File: src/rtl/macc_pkg.sv
// Shared definitions for the accumulate/requantize block.
//   ACC_WIDTH_DEF / CNT_WIDTH_DEF : default accumulator and pass-counter widths
//   state_e                       : accumulation FSM states
//   INT8_MIN / INT8_MAX           : saturation limits of the int8 result
package macc_pkg;

   localparam int ACC_WIDTH_DEF = 32;
   localparam int CNT_WIDTH_DEF = 8;

   localparam int INT8_MIN = -128;
   localparam int INT8_MAX = 127;

   typedef enum logic {
      ST_IDLE  = 1'b0,
      ST_ACCUM = 1'b1
   } state_e;

endpackage

File: src/rtl/macc_out_fifo.sv
// Two-entry output FIFO for requantized results.
//   clk, rst_n : clock, async active-low reset
//   flush      : synchronous empty
//   push/wr_data, pop/rd_data : write and read sides (rd_data is the head, 0 when empty)
//   full/empty : occupancy flags
// A push while full is accepted only if a pop happens in the same cycle.
module macc_out_fifo #(
   parameter int WIDTH = 8
) (
   input  logic             clk,
   input  logic             rst_n,
   input  logic             flush,
   input  logic             push,
   input  logic [WIDTH-1:0] wr_data,
   input  logic             pop,
   output logic [WIDTH-1:0] rd_data,
   output logic             full,
   output logic             empty
);

   logic [WIDTH-1:0] mem_q [2];
   logic             wr_ptr_q;
   logic             rd_ptr_q;
   logic [1:0]       cnt_q;
   logic             do_push;
   logic             do_pop;

   assign full    = (cnt_q == 2'd2);
   assign empty   = (cnt_q == 2'd0);
   assign do_pop  = pop && !empty;
   assign do_push = push && (!full || do_pop);
   assign rd_data = empty ? '0 : mem_q[rd_ptr_q];

   always_ff @(posedge clk or negedge rst_n) begin
      if (!rst_n) begin
         wr_ptr_q <= 1'b0;
         rd_ptr_q <= 1'b0;
         cnt_q    <= 2'd0;
      end else if (flush) begin
         wr_ptr_q <= 1'b0;
         rd_ptr_q <= 1'b0;
         cnt_q    <= 2'd0;
      end else begin
         if (do_push) wr_ptr_q <= ~wr_ptr_q;
         if (do_pop)  rd_ptr_q <= ~rd_ptr_q;
         if (do_push && !do_pop)      cnt_q <= cnt_q + 2'd1;
         else if (do_pop && !do_push) cnt_q <= cnt_q - 2'd1;
      end
   end

   // When full, push and pop in the same cycle hit the same slot; the head is
   // read combinationally before the edge, so overwriting it here is safe.
   always_ff @(posedge clk) begin
      if (do_push) mem_q[wr_ptr_q] <= wr_data;
   end

endmodule

File: src/rtl/macc_acc_requant.sv
// Accumulates NUM_PASS signed partial sums plus a bias, then rounds, shifts
// and saturates the total to int8 into a 2-entry output FIFO.
//   clk, rst_n          : clock, async active-low reset
//   i_data, i_valid     : partial-sum stream (no backpressure)
//   i_num_pass, i_bias, i_shift : per-output config, taken on the first partial
//   i_clear             : synchronous flush of FSM, pipeline, FIFO and overflow flag
//   o_data, o_valid, i_ready : result stream (FIFO head)
//   o_busy              : accumulating or a pipeline stage occupied
//   o_overflow          : sticky, a result was dropped at a full FIFO
//
// state    | meaning
// ST_IDLE  | waiting for the first partial of an output
// ST_ACCUM | first partial taken, remaining partials outstanding
module macc_acc_requant
   import macc_pkg::*;
#(
   parameter int NUM_INPUTS = 20,
   parameter int IN_WIDTH   = 16 + $clog2(NUM_INPUTS),
   parameter int ACC_WIDTH  = ACC_WIDTH_DEF,
   parameter int CNT_WIDTH  = CNT_WIDTH_DEF
) (
   input  logic                        clk,
   input  logic                        rst_n,
   input  logic signed [IN_WIDTH-1:0]  i_data,
   input  logic                        i_valid,
   input  logic        [CNT_WIDTH-1:0] i_num_pass,
   input  logic signed [ACC_WIDTH-1:0] i_bias,
   input  logic        [4:0]           i_shift,
   input  logic                        i_clear,
   output logic signed [7:0]           o_data,
   output logic                        o_valid,
   input  logic                        i_ready,
   output logic                        o_busy,
   output logic                        o_overflow
);

   state_e                      state_q;
   logic signed [ACC_WIDTH-1:0] acc_q;
   logic        [CNT_WIDTH-1:0] rem_q;
   logic                        last_q;
   logic        [4:0]           shift_q;
   logic signed [ACC_WIDTH-1:0] data_sext;

   logic signed [ACC_WIDTH:0]   acc_ext;
   logic signed [ACC_WIDTH:0]   rnd;
   logic signed [ACC_WIDTH:0]   r_d;
   logic signed [ACC_WIDTH:0]   r_q;
   logic                        s2_vld_q;
   logic signed [7:0]           sat_d;
   logic signed [7:0]           sat_q;
   logic                        s3_vld_q;

   logic                        fifo_full;
   logic                        fifo_empty;
   logic                        fifo_pop;
   logic                        ovf_q;

   assign data_sext = ACC_WIDTH'(i_data);

   // Bias is folded into the accumulator on the first partial, so it needs no
   // separate copy; the shift is kept because stage 2 uses it after the last partial.
   always_ff @(posedge clk or negedge rst_n) begin
      if (!rst_n) begin
         state_q <= ST_IDLE;
         acc_q   <= '0;
         rem_q   <= '0;
         last_q  <= 1'b0;
         shift_q <= '0;
      end else if (i_clear) begin
         state_q <= ST_IDLE;
         rem_q   <= '0;
         last_q  <= 1'b0;
      end else begin
         last_q <= 1'b0;
         if (i_valid) begin
            if (state_q == ST_IDLE) begin
               acc_q   <= i_bias + data_sext;
               shift_q <= i_shift;
               if (i_num_pass > CNT_WIDTH'(1)) begin
                  rem_q   <= i_num_pass - CNT_WIDTH'(1);
                  state_q <= ST_ACCUM;
               end else begin
                  rem_q  <= '0;
                  last_q <= 1'b1;
               end
            end else begin
               acc_q <= acc_q + data_sext;
               rem_q <= rem_q - CNT_WIDTH'(1);
               if (rem_q == CNT_WIDTH'(1)) begin
                  last_q  <= 1'b1;
                  state_q <= ST_IDLE;
               end
            end
         end
      end
   end

   // One extra bit keeps acc + 2^(shift-1) from wrapping before the shift.
   always_comb begin
      acc_ext = {acc_q[ACC_WIDTH-1], acc_q};
      rnd     = '0;
      if (shift_q != 5'd0) rnd = (ACC_WIDTH+1)'(1) << (shift_q - 5'd1);
      r_d = (acc_ext + rnd) >>> shift_q;
   end

   always_comb begin
      sat_d = r_q[7:0];
      if (r_q > (ACC_WIDTH+1)'(INT8_MAX))      sat_d = 8'(INT8_MAX);
      else if (r_q < (ACC_WIDTH+1)'(INT8_MIN)) sat_d = 8'(INT8_MIN);
   end

   always_ff @(posedge clk or negedge rst_n) begin
      if (!rst_n) begin
         s2_vld_q <= 1'b0;
         s3_vld_q <= 1'b0;
      end else if (i_clear) begin
         s2_vld_q <= 1'b0;
         s3_vld_q <= 1'b0;
      end else begin
         s2_vld_q <= last_q;
         s3_vld_q <= s2_vld_q;
      end
   end

   always_ff @(posedge clk) begin
      r_q   <= r_d;
      sat_q <= sat_d;
   end

   assign fifo_pop = o_valid && i_ready;

   macc_out_fifo #(.WIDTH(8)) u_fifo (
      .clk     (clk),
      .rst_n   (rst_n),
      .flush   (i_clear),
      .push    (s3_vld_q),
      .wr_data (sat_q),
      .pop     (fifo_pop),
      .rd_data (o_data),
      .full    (fifo_full),
      .empty   (fifo_empty)
   );

   always_ff @(posedge clk or negedge rst_n) begin
      if (!rst_n)                                   ovf_q <= 1'b0;
      else if (i_clear)                             ovf_q <= 1'b0;
      else if (s3_vld_q && fifo_full && !fifo_pop)  ovf_q <= 1'b1;
   end

   assign o_valid    = !fifo_empty;
   assign o_overflow = ovf_q;
   assign o_busy     = (state_q == ST_ACCUM) || last_q || s2_vld_q || s3_vld_q;

endmodule

File: config.mk
export PLATFORM = sky130hd
export DESIGN_NAME = macc_acc_requant
export DESIGN_NICKNAME = d
export VERILOG_FILES = /design/src/rtl/macc_pkg.sv /design/src/rtl/macc_out_fifo.sv /design/src/rtl/macc_acc_requant.sv
export SDC_FILE = /design/constraint.sdc
export NUM_CORES = 1
export LEC_CHECK = 0
export BUFFER_PORTS_ARGS = -buffer_cell sky130_fd_sc_hd__buf_2
export CAP_MARGIN = 30
export CORE_ASPECT_RATIO = 1.25
export CORE_MARGIN = 1
export CORE_UTILIZATION = 35
export CTS_CLUSTER_SIZE = 25
export DETAILED_ROUTE_END_ITERATION = 6
export PLACE_DENSITY_LB_ADDON = 0.1
export SETUP_SLACK_MARGIN = 0.3
export SLEW_MARGIN = 20
export SYNTH_ARGS = -nofsm -noshare
export SYNTH_HDL_FRONTEND = slang
export SYNTH_HIERARCHICAL = 1
export SYNTH_SLANG_ARGS = --single-unit
File: constraint.sdc
create_clock -name clk -period 5.17 [get_ports clk]
set_input_delay 1.034 -clock clk [delete_from_list [all_inputs] [get_ports clk]]
set_output_delay 1.034 -clock clk [all_outputs]
set_load 0.005 [all_outputs]
==> results of run 1 <==
final timing paths:
kind | end
min in group asynchronous | acc_q[28]
worst min register to register | sat_q[7]
worst min-delay path | sat_q[7]
worst max-delay path | r_q[5]
worst max register to register | r_q[5]
max in group asynchronous | shift_q[3]
power by group through the flow:
stage / Combinational (mW) / Sequential [mW] / Clock (mW)
final: 2.76 / 1.40 / 0.726
after global routing: 3.05 / 1.44 / 0.781
after global placement: 2.71 / 1.42 / 0
after detailed placement: 2.69 / 1.42 / 0
after floorplan: 2.04 / 1.30 / 0
after CTS: 2.71 / 1.41 / 0.751
routing by layer:
| metal | GRT usage [%] | vias up | routed length [um] |
|---|---|---|---|
| met4 | 9.64 | 0 | 1150 |
| met3 | 2.32 | 71 | 1270 |
| met1 | 27.3 | 4819 | 14500 |
| li1 | - | 5065 | - |
| met2 | 38.3 | 311 | 16400 |
| met5 | 0 | - | 0 |
what timing repair did:
action                                  CTS  global route
gates resized for setup                   3            13
endpoints found under the setup margin    7            24
setup buffers                             0             4
Yosys cell counts, types with 6 or more instances:
library cell  instances  area, um2
a21oi_1              94        470
edfxtp_1             16        480
or3_1                 6       37.5
a31oi_1               9       56.3
mux2_2               43        484
a22o_1                9       78.8
a211oi_1             24        180
buf_2                10       50.1
o21a_1               13       97.6
nor3_1               39        195
xor2_1               19        166
mux2i_1              38        380
o211ai_1             18        135
nand2b_1             12       75.1
a311oi_1              8       70.1
inv_1                28        105
nor4_1               18        113
o21ai_0              95        475
xnor2_1              30        263
nand3_1              38        190
nor2_1              161        604
mux4_2                6        135
ha_1                 67        838
o31ai_1              10       75.1
clkbuf_1             48        180
nand2_1             135        507
and3_1                8       50.1
nand4_1              23        144
a21o_1               28        210
buf_1                 9       33.8
dfrtp_1              54       1350
o21bai_1              6       45.0
o22ai_1              13       81.3
and2_1                9       56.3
dfxtp_1              41        821
nor2b_1              12       75.1
per-stage QoR:
stage | std cells | area, um2 | util [%]
final | 1782 | 11800 | 40.0
after CTS | 1778 | 11700 | 39.8
after floorplan | 1329 | 10500 | -
after global routing | 1782 | 11800 | 40.0
after global placement | 1762 | 11400 | 38.7
after detailed placement | 1762 | 11400 | 38.7
layout make-up:
class | instances | area share, %
flip-flops and latches | 111 | 22.6
clock buffers | 9 | 1.91
well taps | 396 | 4.21
inverters | 32 | 1.05
clock inverters | 7 | 0.765
multi-input cells | 1115 | 63.9
repair buffers | 112 | 5.63
sequential cells by signal, indices dropped and copies added, names as in the netlist:
register / cells
r_q: 33
acc_q: 32
u_fifo/mem_q: 16
rem_q: 8
sat_q: 8
shift_q: 5
u_fifo/cnt_q: 2
last_q: 1
o_overflow: 1
s2_vld_q: 1
s3_vld_q: 1
state_q: 1
u_fifo/rd_ptr_q: 1
u_fifo/wr_ptr_q: 1
cell families after synthesis:
family | count (synthesis)
buf+inv | 103
compound gates | 413
xor+xnor | 49
simple gates | 495
fa+ha+maj | 69
mux | 88
flops | 111
other cells | 1
==> summary.md, run 1 <==
| Metric | Value |
|---|---|
| Post-DRT Antenna Nets | `0` |
| Clock Tree Buf Depth | `2` |
| Simple-gate share of the synthesized area | `22.0%` |
| WHS Path Cells | `0` |
| Detailed Route Iter0 Violations | `579` |
| Power, Total | `4.88 mW` |
| Seq pwr share | `28.6%` |
| Mapped Cells | `1329` |
| Seq/Total Area, Yosys | `25.1%` |
| Power Dens Cells | `415 nW/um2` |
| First-pass GRT wire length | `53300 um` |
| CTS tree | `yes` |
| H-tree depth | `3` |
| Area grow syn2layout | `11.6%` |
| Pins Over Slew Limit | `0` |
| Pre-antenna DRT Iters | `5` |
| Adder-cell area share of the yosys netlist | `8.33%` |
| Fill count | `3119` |
| Worst Tran Pin Value | `0.898 ns` |
| Yosys Warn Count | `6` |
| Critical path launch point type | `flip-flop` |
| Setup Slack @ Placement | `0.172 ns` |
| Most frequent cells in the layout | `nor2_1, nand2_1, o21ai_0, a21oi_1, buf_2` |
| Post-synth net total | `1469` |
| Crit. path cell count | `14` |
| CP Launch Point | `shift_q[3]` |
| CP Buf/Inv Count | `1` |
| Nets | `1521` |
| EDFF count, synth | `16` |
| Post-CTS Hold Fix Bufs | `0` |
| Routed len/inst | `18.7 um` |
| Worst-path fanout max | `17` |
| Unrepaired setup endpoints after global routing | `true` |
| Std-Cell Core Area | `29400 um2` |
| Root Buffer | `clkbuf_16` |
| Latest clock arrival within the worst-skew pair | `0.38 ns` |
| Comb pwr share | `56.5%` |
| Final Worst Setup Slack | `0.489 ns` |
| Grt total ovfl | `0` |
| DRC Markers | `0` |
| Synth unique cells | `98` |
| Max Clock Skew | `0.0133 ns` |
| Total net switching power | `2.29 mW` |
| Min-delay src | `r_q[32]` |
| Sw frac | `47.0%` |
| Post-DP HPWL | `26600 um` |
| Crit end category | `flip-flop` |
| Die Wd | `157 um` |
| P_int | `2.59 mW` |
| Async set-reset flop share out of synthesis | `48.6%` |
| Fraction of layout cells with a size suffix above 1 | `17.0%` |
| Fin. Hold Viols | `0` |
| Number of port buffers | `81` |
| Clock power share | `14.9%` |
| Gpl congestion | `0.899` |
| Post-Syn Area | `10500 um2` |
| Hold_ws | `0.383 ns` |
| Peak VDD IR | `0.000172 V` |
| WP data required | `5.40 ns` |
| Mapped Avg Cell Area | `7.94 um2` |
| Pin count of the biggest net entering global routing | `44` |
| Via density | `5.76` |
| TNS Setup | `0 ns` |
| Worst stage delay on the critical path | `0.49 ns` |
| Crit path kind | `flip-flop to flip-flop` |
| Hold WC Path Type | `flip-flop to flip-flop` |
| Max-Cap Viols | `0` |
| GRT Total Usage | `22.1%` |
| Total number of vias | `10300` |
| Crit path max-delay family | `compound AO/OA/AOI/OAI gates` |
| Num rows | `70` |
| Top FF cell, synth | `dfrtp_1` |
| Synth Area in Compound Gates | `26.8%` |
| Total Die Area | `30800 um2` |
| Reg2Reg Depth | `14` |
| Die height | `196 um` |
| Final worst path period share | `90.5%` |
| Multi-input gate area | `7520 um2` |
| Initial antenna violation count | `0` |
| Reg2reg setup slack | `0.49 ns` |
| Clock-pin transition on the worst setup and hold timing paths | `0.08 ns` |
| Starting Density | `35.8%` |
| Pleak | `4.88 nW` |
| Largest family of logic cells by synthesized area | `compound AO/OA/AOI/OAI gates` |
| IO Count | `82` |
| N_diodes | `0` |
| Multiplexer share of the synthesized area | `9.62%` |
| Critical R2R Launch | `shift_q[3]` |
| Synth Area in XOR/XNOR | `4.07%` |
| Min Tclk post-route | `4.68 ns` |
| Slew HR | `40.0%` |
| CP cell instances | `buf_12 -> nor2_2 -> nand2_1 -> nor2_1 -> ha_1 -> a211oi_2 -> o21bai_1 -> a21oi_1 -> a21oi_1 -> a211oi_2 -> mux2_2 -> a311o_1 -> o2111a_1 -> a222oi_1` |
| Final setup viols | `0` |
| Max Freq | `214 MHz` |
| Final wirelength | `33300 um` |
| Vias in the first global route | `9806` |
| CTS buffer count | `9` |
| Sink Count | `111` |
| Most common cell after layout, fill and taps aside | `nor2_1` |
| Run status | `complete, no violations` |
| Yosys reg bits | `111` |
| CP arrival | `4.91 ns` |
| CP max-delay cell | `dfrtp_2` |
| Sequential cell area | `2660 um2` |
(Power assumes the default switching activity.)
==> run 2: changes to the inputs <==
--- a/config.mk
+++ b/config.mk
@@ -14,7 +14,6 @@
 export DETAILED_ROUTE_END_ITERATION = 6
 export PLACE_DENSITY_LB_ADDON = 0.1
 export SETUP_SLACK_MARGIN = 0.3
-export SLEW_MARGIN = 20
 export SYNTH_ARGS = -nofsm -noshare
 export SYNTH_HDL_FRONTEND = slang
 export SYNTH_HIERARCHICAL = 1
==> constraint.sdc (replaced) <==
create_clock -name clk -period 5.1 [get_ports clk]
set_input_delay 1.02 -clock clk [delete_from_list [all_inputs] [get_ports clk]]
set_output_delay 1.02 -clock clk [all_outputs]
set_load 0.005 [all_outputs]
==> run 2 against run 1 <==
Flip-flop and latch count is the same. Sequential power about the same. Utilization about the same. Count of clock-buffer cells in the layout did not move. Sequential share of layout area barely moved. Via count down 1.0%. Hold slack better by 0.012 ns. Maximum frequency is 2.7% higher. Design area hardly changed. First-iteration DRC count grew 16%. Clock power rose by 3.0%. Clock skew up 0.0038 ns.
==> summary.md, run 2 (synthesis gave the netlist of run 1 again) <==
| Metric | Value |
|---|---|
| Run status | `complete, no violations` |
| Max Clock Skew | `0.0171 ns (+0.00384 ns)` |
| Pins Over Slew Limit | `0 (unchanged)` |
| Pleak | `4.92 nW (+0.80%)` |
| Starting Density | `35.8% (unchanged)` |
| Most frequent cells in the layout | `nor2_1, nand2_1, o21ai_0, a21oi_1, buf_2` |
| Crit end category | `flip-flop` |
| Largest regs | `r_q: 33 flops, acc_q: 32 flops, u_fifo/mem_q: 16 flops` |
| Max-Cap Viols | `0 (unchanged)` |
| Post-DP Area | `11400 um2 (+0.44%)` |
| WP data required | `5.33 ns (-0.07 ns)` |
| Worst-path fanout max | `8 (-9)` |
| Post-DP HPWL | `26600 um (about the same)` |
| Final worst path period share | `89.4% (-1.2 points)` |
| Peak VDD IR | `0.000232 V (+35%)` |
| Die Wd | `157 um (unchanged)` |
| Via density | `5.68 (-1.5%)` |
| Total number of vias | `10200 (-1.0%)` |
| H-tree depth | `3 (unchanged)` |
| Hold_ws | `0.395 ns (+0.0118 ns)` |
| Worst Tran Pin Value | `0.920 ns (+0.0222 ns)` |
| Reg with most FFs | `r_q` |
| Post-Layout Cell Count | `1790 (+0.45%)` |
| First-pass GRT wire length | `53800 um (+0.83%)` |
| Sink Count | `111 (unchanged)` |
| Final setup viols | `0 (unchanged)` |
| IO Count | `82 (unchanged)` |
| Most common cell after layout, fill and taps aside | `nor2_1` |
| Nets | `1529 (+0.53%)` |
| Num rows | `70 (unchanged)` |
| Die height | `196 um (unchanged)` |
| Number of port buffers | `81 (unchanged)` |
| Area grow syn2layout | `11.7% (about the same)` |
| Fill count | `3098 (-0.67%)` |
| Post-DRT Antenna Nets | `0 (unchanged)` |
| CTS tree | `yes` |
| Latest clock arrival within the worst-skew pair | `0.38 ns (about the same)` |
| Crit path kind | `flip-flop to flip-flop` |
| Slew HR | `38.5% (-1.5 points)` |
| Hold WC Path Type | `flip-flop to flip-flop` |
| Pre-antenna DRT Iters | `6 (+1)` |
| Vias in the first global route | `9917 (+1.1%)` |
| Final wirelength | `33500 um (+0.59%)` |
| Total Die Area | `30800 um2 (unchanged)` |
| N_diodes | `0 (unchanged)` |
| Pin count of the biggest net entering global routing | `43 (-2.3%)` |
| Root Buffer | `clkbuf_16` |
| DRC Markers | `0 (unchanged)` |
| CTS buffer count | `9 (unchanged)` |
| CP arrival | `4.79 ns (-0.12 ns)` |
| Power Dens Cells | `422 nW/um2 (+1.8%)` |
| Design Area, Final | `11800 um2 (about the same)` |
| TNS Setup | `0 ns (unchanged)` |
| Min Tclk post-route | `4.56 ns (-0.122 ns)` |
| Std-Cell Core Area | `29400 um2 (unchanged)` |
| Unrepaired setup endpoints after global routing | `false` |
| Grt total ovfl | `0 (unchanged)` |
| Clock-pin transition on the worst setup and hold timing paths | `0.09 ns (about the same)` |
| Fin. Hold Viols | `0 (unchanged)` |
| Number of flip-flops in the largest register | `33 (unchanged)` |
| Critical path launch point type | `flip-flop` |
| Max Freq | `219 MHz (+2.7%)` |
| Fraction of layout cells with a size suffix above 1 | `16.9% (-0.097 points)` |
| Cell Count Post-Placement | `1772 (+0.57%)` |
| Clock Tree Buf Depth | `2 (unchanged)` |
| GRT Total Usage | `22.2% (+0.16 points)` |
| Routed len/inst | `18.7 um (+0.14%)` |
| Detailed Route Iter0 Violations | `669 (+16%)` |
| Gpl congestion | `0.928 (+3.1%)` |
| Initial antenna violation count | `0 (unchanged)` |
| End-of-flow core utilization | `40.0% (about the same)` |
==> run 2: changes by cell type in the layout (fill, tap and decap cells not counted), moves of 2 or more <==
cell	before	now
inv_6	1	3
clkinvlp_4	2	0
nor2_1	158	161
buf_12	2	0
buf_4	29	39
nor2_2	4	1
==> run 2: metrics by stage <==
step / power, mW / worst slack [ns]
floorplan: 3.38 / 0.695
global placement: 4.21 / 0.371
detailed placement: 4.19 / 0.376
CTS: 4.96 / 0.305
global route: 5.36 / 0.314
finish: 4.97 / 0.542
==> run 2: worst paths after layout <==
path | startpoint | endpoint | slack [ns] | cells past startpoint
max | shift_q[0] | r_q[5] | 0.54 | 15
min | r_q[32] | sat_q[7] | 0.39 | 0
max reg2reg | shift_q[0] | r_q[5] | 0.54 | 15
min reg2reg | r_q[32] | sat_q[7] | 0.39 | 0
max in group asynchronous | rst_n | shift_q[3] | 3.65 | 2
min in group asynchronous | rst_n | acc_q[28] | 0.55 | 1
==> run 2: cell type report <==
| cell class | count | area, um2 | share of cell area, % |
|---|---|---|---|
| Multi-Input combinational cell | 1115 | 7500 | 63.6 |
| Sequential cell | 111 | 2660 | 22.5 |
| Timing Repair Buffer | 120 | 698 | 5.93 |
| Tap cell | 396 | 495 | 4.21 |
| Clock buffer | 9 | 225 | 1.91 |
| Inverter | 32 | 120 | 1.02 |
| Clock inverter | 7 | 91.3 | 0.775 |
==> run 2: layer usage <==
layer / global-route usage [%] / wire (um)
met2: 37.3 / 16100
met3: 1.63 / 996
met5: 0 / 0
met1: 28.1 / 14900
met4: 12.0 / 1520
==> run 2: what timing repair did <==
item | 4_1_cts | 5_1_grt
hold buffers | 0 | 0
endpoints found under the setup margin | 0 | 12
resized for setup | 0 | 7
setup buffers | 0 | 2
==> run 2: report_power, final <==
part | switching [mW] | internal, mW | total [mW]
combinational | 1.72 | 1.09 | 2.82
sequential | 0.220 | 1.19 | 1.41
clock | 0.392 | 0.357 | 0.748
total | 2.34 | 2.64 | 4.97
==> run 2: critical path: stages, from the launching register on <==
cell	delay (ns)
dfrtp_1	0.41
clkinv_1	0.14
nand2_1	0.38
nor2_1	0.10
ha_1	0.43
a21oi_1	0.18
o2bb2ai_1	0.52
o21ai_0	0.21
buf_4	0.18
nand4b_1	0.09
o211ai_1	0.22
a222oi_1	0.42
o21ai_0	0.31
mux2i_2	0.33
mux2i_1	0.12
a222oi_1	0.38
==> run 3: changes to the inputs <==
--- a/config.mk
+++ b/config.mk
@@ -13,7 +13,9 @@
 export CTS_CLUSTER_SIZE = 25
 export DETAILED_ROUTE_END_ITERATION = 6
 export PLACE_DENSITY_LB_ADDON = 0.1
+export REMOVE_ABC_BUFFERS = 1
 export SETUP_SLACK_MARGIN = 0.3
+export SKIP_CTS_REPAIR_TIMING = 1
 export SYNTH_ARGS = -nofsm -noshare
 export SYNTH_HDL_FRONTEND = slang
 export SYNTH_HIERARCHICAL = 1
==> run 3 against run 2 <==
Maximum frequency rose by 0.20%. Sequential share of layout area barely moved. Non-clock buffer count decreased by 5. Sequential power about the same. Setup slack improved by 0.0091 ns. Wire length down 0.51%. Clock power shrank 3.9%. Via count up 0.63%. Global-route usage fell by 0.24 points. Design area fell by 0.23%. Critical path type unchanged.
==> summary.md, run 3 (synthesis gave the netlist of run 1 again) <==
| Metric | Value |
|---|---|
| Run status | `complete, no violations` |
| Post-Layout Cell Count | `1784 (-0.34%)` |
| WP data required | `5.35 ns (+0.02 ns)` |
| Sink Count | `111 (unchanged)` |
| Worst-path fanout max | `10 (+2)` |
| Latest clock arrival within the worst-skew pair | `0.38 ns (about the same)` |
| Root Buffer | `clkbuf_16` |
| IO Count | `82 (unchanged)` |
| Final wirelength | `33300 um (-0.51%)` |
| Clock-pin transition on the worst setup and hold timing paths | `0.09 ns (about the same)` |
| CP dominant cell by count | `buf_4` |
| Peak VDD IR | `0.000151 V (-35%)` |
| Clock Tree Buf Depth | `2 (unchanged)` |
| First-pass GRT wire length | `53100 um (-1.2%)` |
| Top layer in use | `met4` |
| Starting Density | `35.8% (unchanged)` |
| Crit path kind | `flip-flop to flip-flop` |
| Number of flip-flops in the largest register | `33 (unchanged)` |
| Area grow syn2layout | `11.4%` |
| Max-Cap Viols | `0 (unchanged)` |
| Worst Tran Pin Value | `0.852 ns (-0.0684 ns)` |
| Min Tclk post-route | `4.55 ns (-0.00909 ns)` |
| Nets | `1524 (-0.33%)` |
| Largest regs | `r_q: 33 flops, acc_q: 32 flops, u_fifo/mem_q: 16 flops` |
| Final worst path period share | `89.2% (-0.18 points)` |
| Post-DP HPWL | `26500 um (-0.57%)` |
| CP arrival | `4.80 ns (about the same)` |
| Pins Over Slew Limit | `0 (unchanged)` |
| Via density | `5.73 (+0.97%)` |
| N_diodes | `0 (unchanged)` |
| Gpl congestion | `0.972 (+4.8%)` |
| Crit end category | `flip-flop` |
| Cell Count Post-Placement | `1768 (-0.23%)` |
| Fill count | `3131 (+1.1%)` |
| M1 WL | `14400 um (-3.2%)` |
| CTS tree | `yes` |
| Hold_ws | `0.375 ns (-0.0201 ns)` |
| Die Wd | `157 um (unchanged)` |
| Reg2reg setup slack | `0.55 ns (about the same)` |
| Unrepaired setup endpoints after global routing | `false` |
| Routed len/inst | `18.7 um (-0.18%)` |
| CP cell instances | `buf_4 -> nor2_2 -> nand2_1 -> nor2_1 -> ha_1 -> nand4_1 -> buf_4 -> nor3_2 -> nand4b_1 -> nand2_2 -> o32ai_4 -> xnor2_1 -> mux4_2 -> a21oi_1 -> a21o_1 -> o21ai_0` |
| Vias in the first global route | `9991 (+0.75%)` |
| Std-Cell Core Area | `29400 um2 (unchanged)` |
| Power Dens Cells | `419 nW/um2 (-0.86%)` |
| Most common cell after layout, fill and taps aside | `nor2_1` |
| Pin count of the biggest net entering global routing | `40 (-7.0%)` |
| Initial antenna violation count | `0 (unchanged)` |
| Slew HR | `43.0% (+4.5 points)` |
| Fraction of layout cells with a size suffix above 1 | `16.9% (about the same)` |
| H-tree depth | `3 (unchanged)` |
| Num rows | `70 (unchanged)` |
| Die height | `196 um (unchanged)` |
| End-of-flow core utilization | `39.9% (-0.094 points)` |
| Pleak | `4.90 nW (-0.42%)` |
| Post-DRT Antenna Nets | `0 (unchanged)` |
| DRC Markers | `0 (unchanged)` |
| Total number of vias | `10200 (+0.63%)` |
| Post-DP Area | `11400 um2 (-0.26%)` |
| Detailed Route Iter0 Violations | `649 (-3.0%)` |
| Hold WC Path Type | `flip-flop to flip-flop` |
| Max Freq | `220 MHz (+0.20%)` |
| GRT Total Usage | `22.0% (-0.24 points)` |
| Total Die Area | `30800 um2 (unchanged)` |
| Final setup viols | `0 (unchanged)` |
| Power, Total | `4.92 mW (-1.1%)` |
| Pre-antenna DRT Iters | `6 (unchanged)` |
| Critical path launch point type | `flip-flop` |
| CP max-delay cell | `mux4_2` |
| Max Clock Skew | `0.0143 ns (-0.00279 ns)` |
| Detail Route met3 WL | `852 um (-14%)` |
| Fin. Hold Viols | `0 (unchanged)` |
| Grt total ovfl | `0 (unchanged)` |
| Reg with most FFs | `r_q` |
| Worst stage delay on the critical path | `0.51 ns (about the same)` |
| Most frequent cells in the layout | `nor2_1, nand2_1, o21ai_0, a21oi_1, buf_2` |
| Design Area, Final | `11800 um2 (-0.23%)` |
| Number of port buffers | `81 (unchanged)` |
| CTS buffer count | `9 (unchanged)` |
| Routed wl met2 | `16600 um (+3.5%)` |
run 3: cell count changes in the layout (fill, tap and decap cells not counted), moves of 2 or more:
cell      change
nor4_2        +2
inv_8         +3
nor4_1        -2
buf_4         -5
clkinv_8      -2
inv_6         -3
run 3: final timing paths:
kind | depth (start not counted) | to | start
max in group asynchronous | 2 | acc_q[16] | rst_n
setup / recovery | 16 | r_q[3] | shift_q[2]
setup reg to reg | 16 | r_q[3] | shift_q[2]
min in group asynchronous | 1 | rem_q[5] | rst_n
hold / removal | 0 | sat_q[7] | r_q[32]
hold reg to reg | 0 | sat_q[7] | r_q[32]
run 3: cell type report:
cell class | instances | area (um2) | area share [%]
clock buffers | 9 | 225 | 1.92
clock inverters | 6 | 62.6 | 0.532
inverters | 32 | 120 | 1.02
multi-input cells | 1115 | 7540 | 64.1
flip-flops and latches | 111 | 2650 | 22.6
well taps | 396 | 495 | 4.22
repair buffers | 115 | 661 | 5.62
run 3: power breakdown:
group / total, mW / internal, mW / switching, mW
Combinational: 2.81 / 1.09 / 1.72
Sequential: 1.39 / 1.19 / 0.204
Clock: 0.719 / 0.343 / 0.376
Total: 4.92 / 2.62 / 2.30
run 3: layer usage:
metal / vias up / track usage, %
li1: 5091 / -
met1: 4800 / 26.4
met2: 258 / 38.7
met3: 75 / 2.05
met4: 0 / 10.8
met5: - / 0
run 3: metrics by stage:
stage | setup TNS, ns | setup WS [ns]
6_report | 0 | 0.551
5_1_grt | 0 | 0.298
4_1_cts | -0.332 | -0.141
3_5_place_dp | -0.140 | -0.0807
3_3_place_gp | -0.227 | -0.0955
2_1_floorplan | -0.231 | -0.165
run 3: worst max-delay path: cells and delay by family (launching register included):
family / cells / cell delay [ns]
flip-flops: 1 / 0.48
AND/OR/NAND/NOR: 7 / 1.62
XOR/XNOR: 1 / 0.20
multiplexers: 1 / 0.51
AO/OA/AOI/OAI: 4 / 0.85
adder cells (fa/ha/maj): 1 / 0.34
buffers and inverters: 2 / 0.42
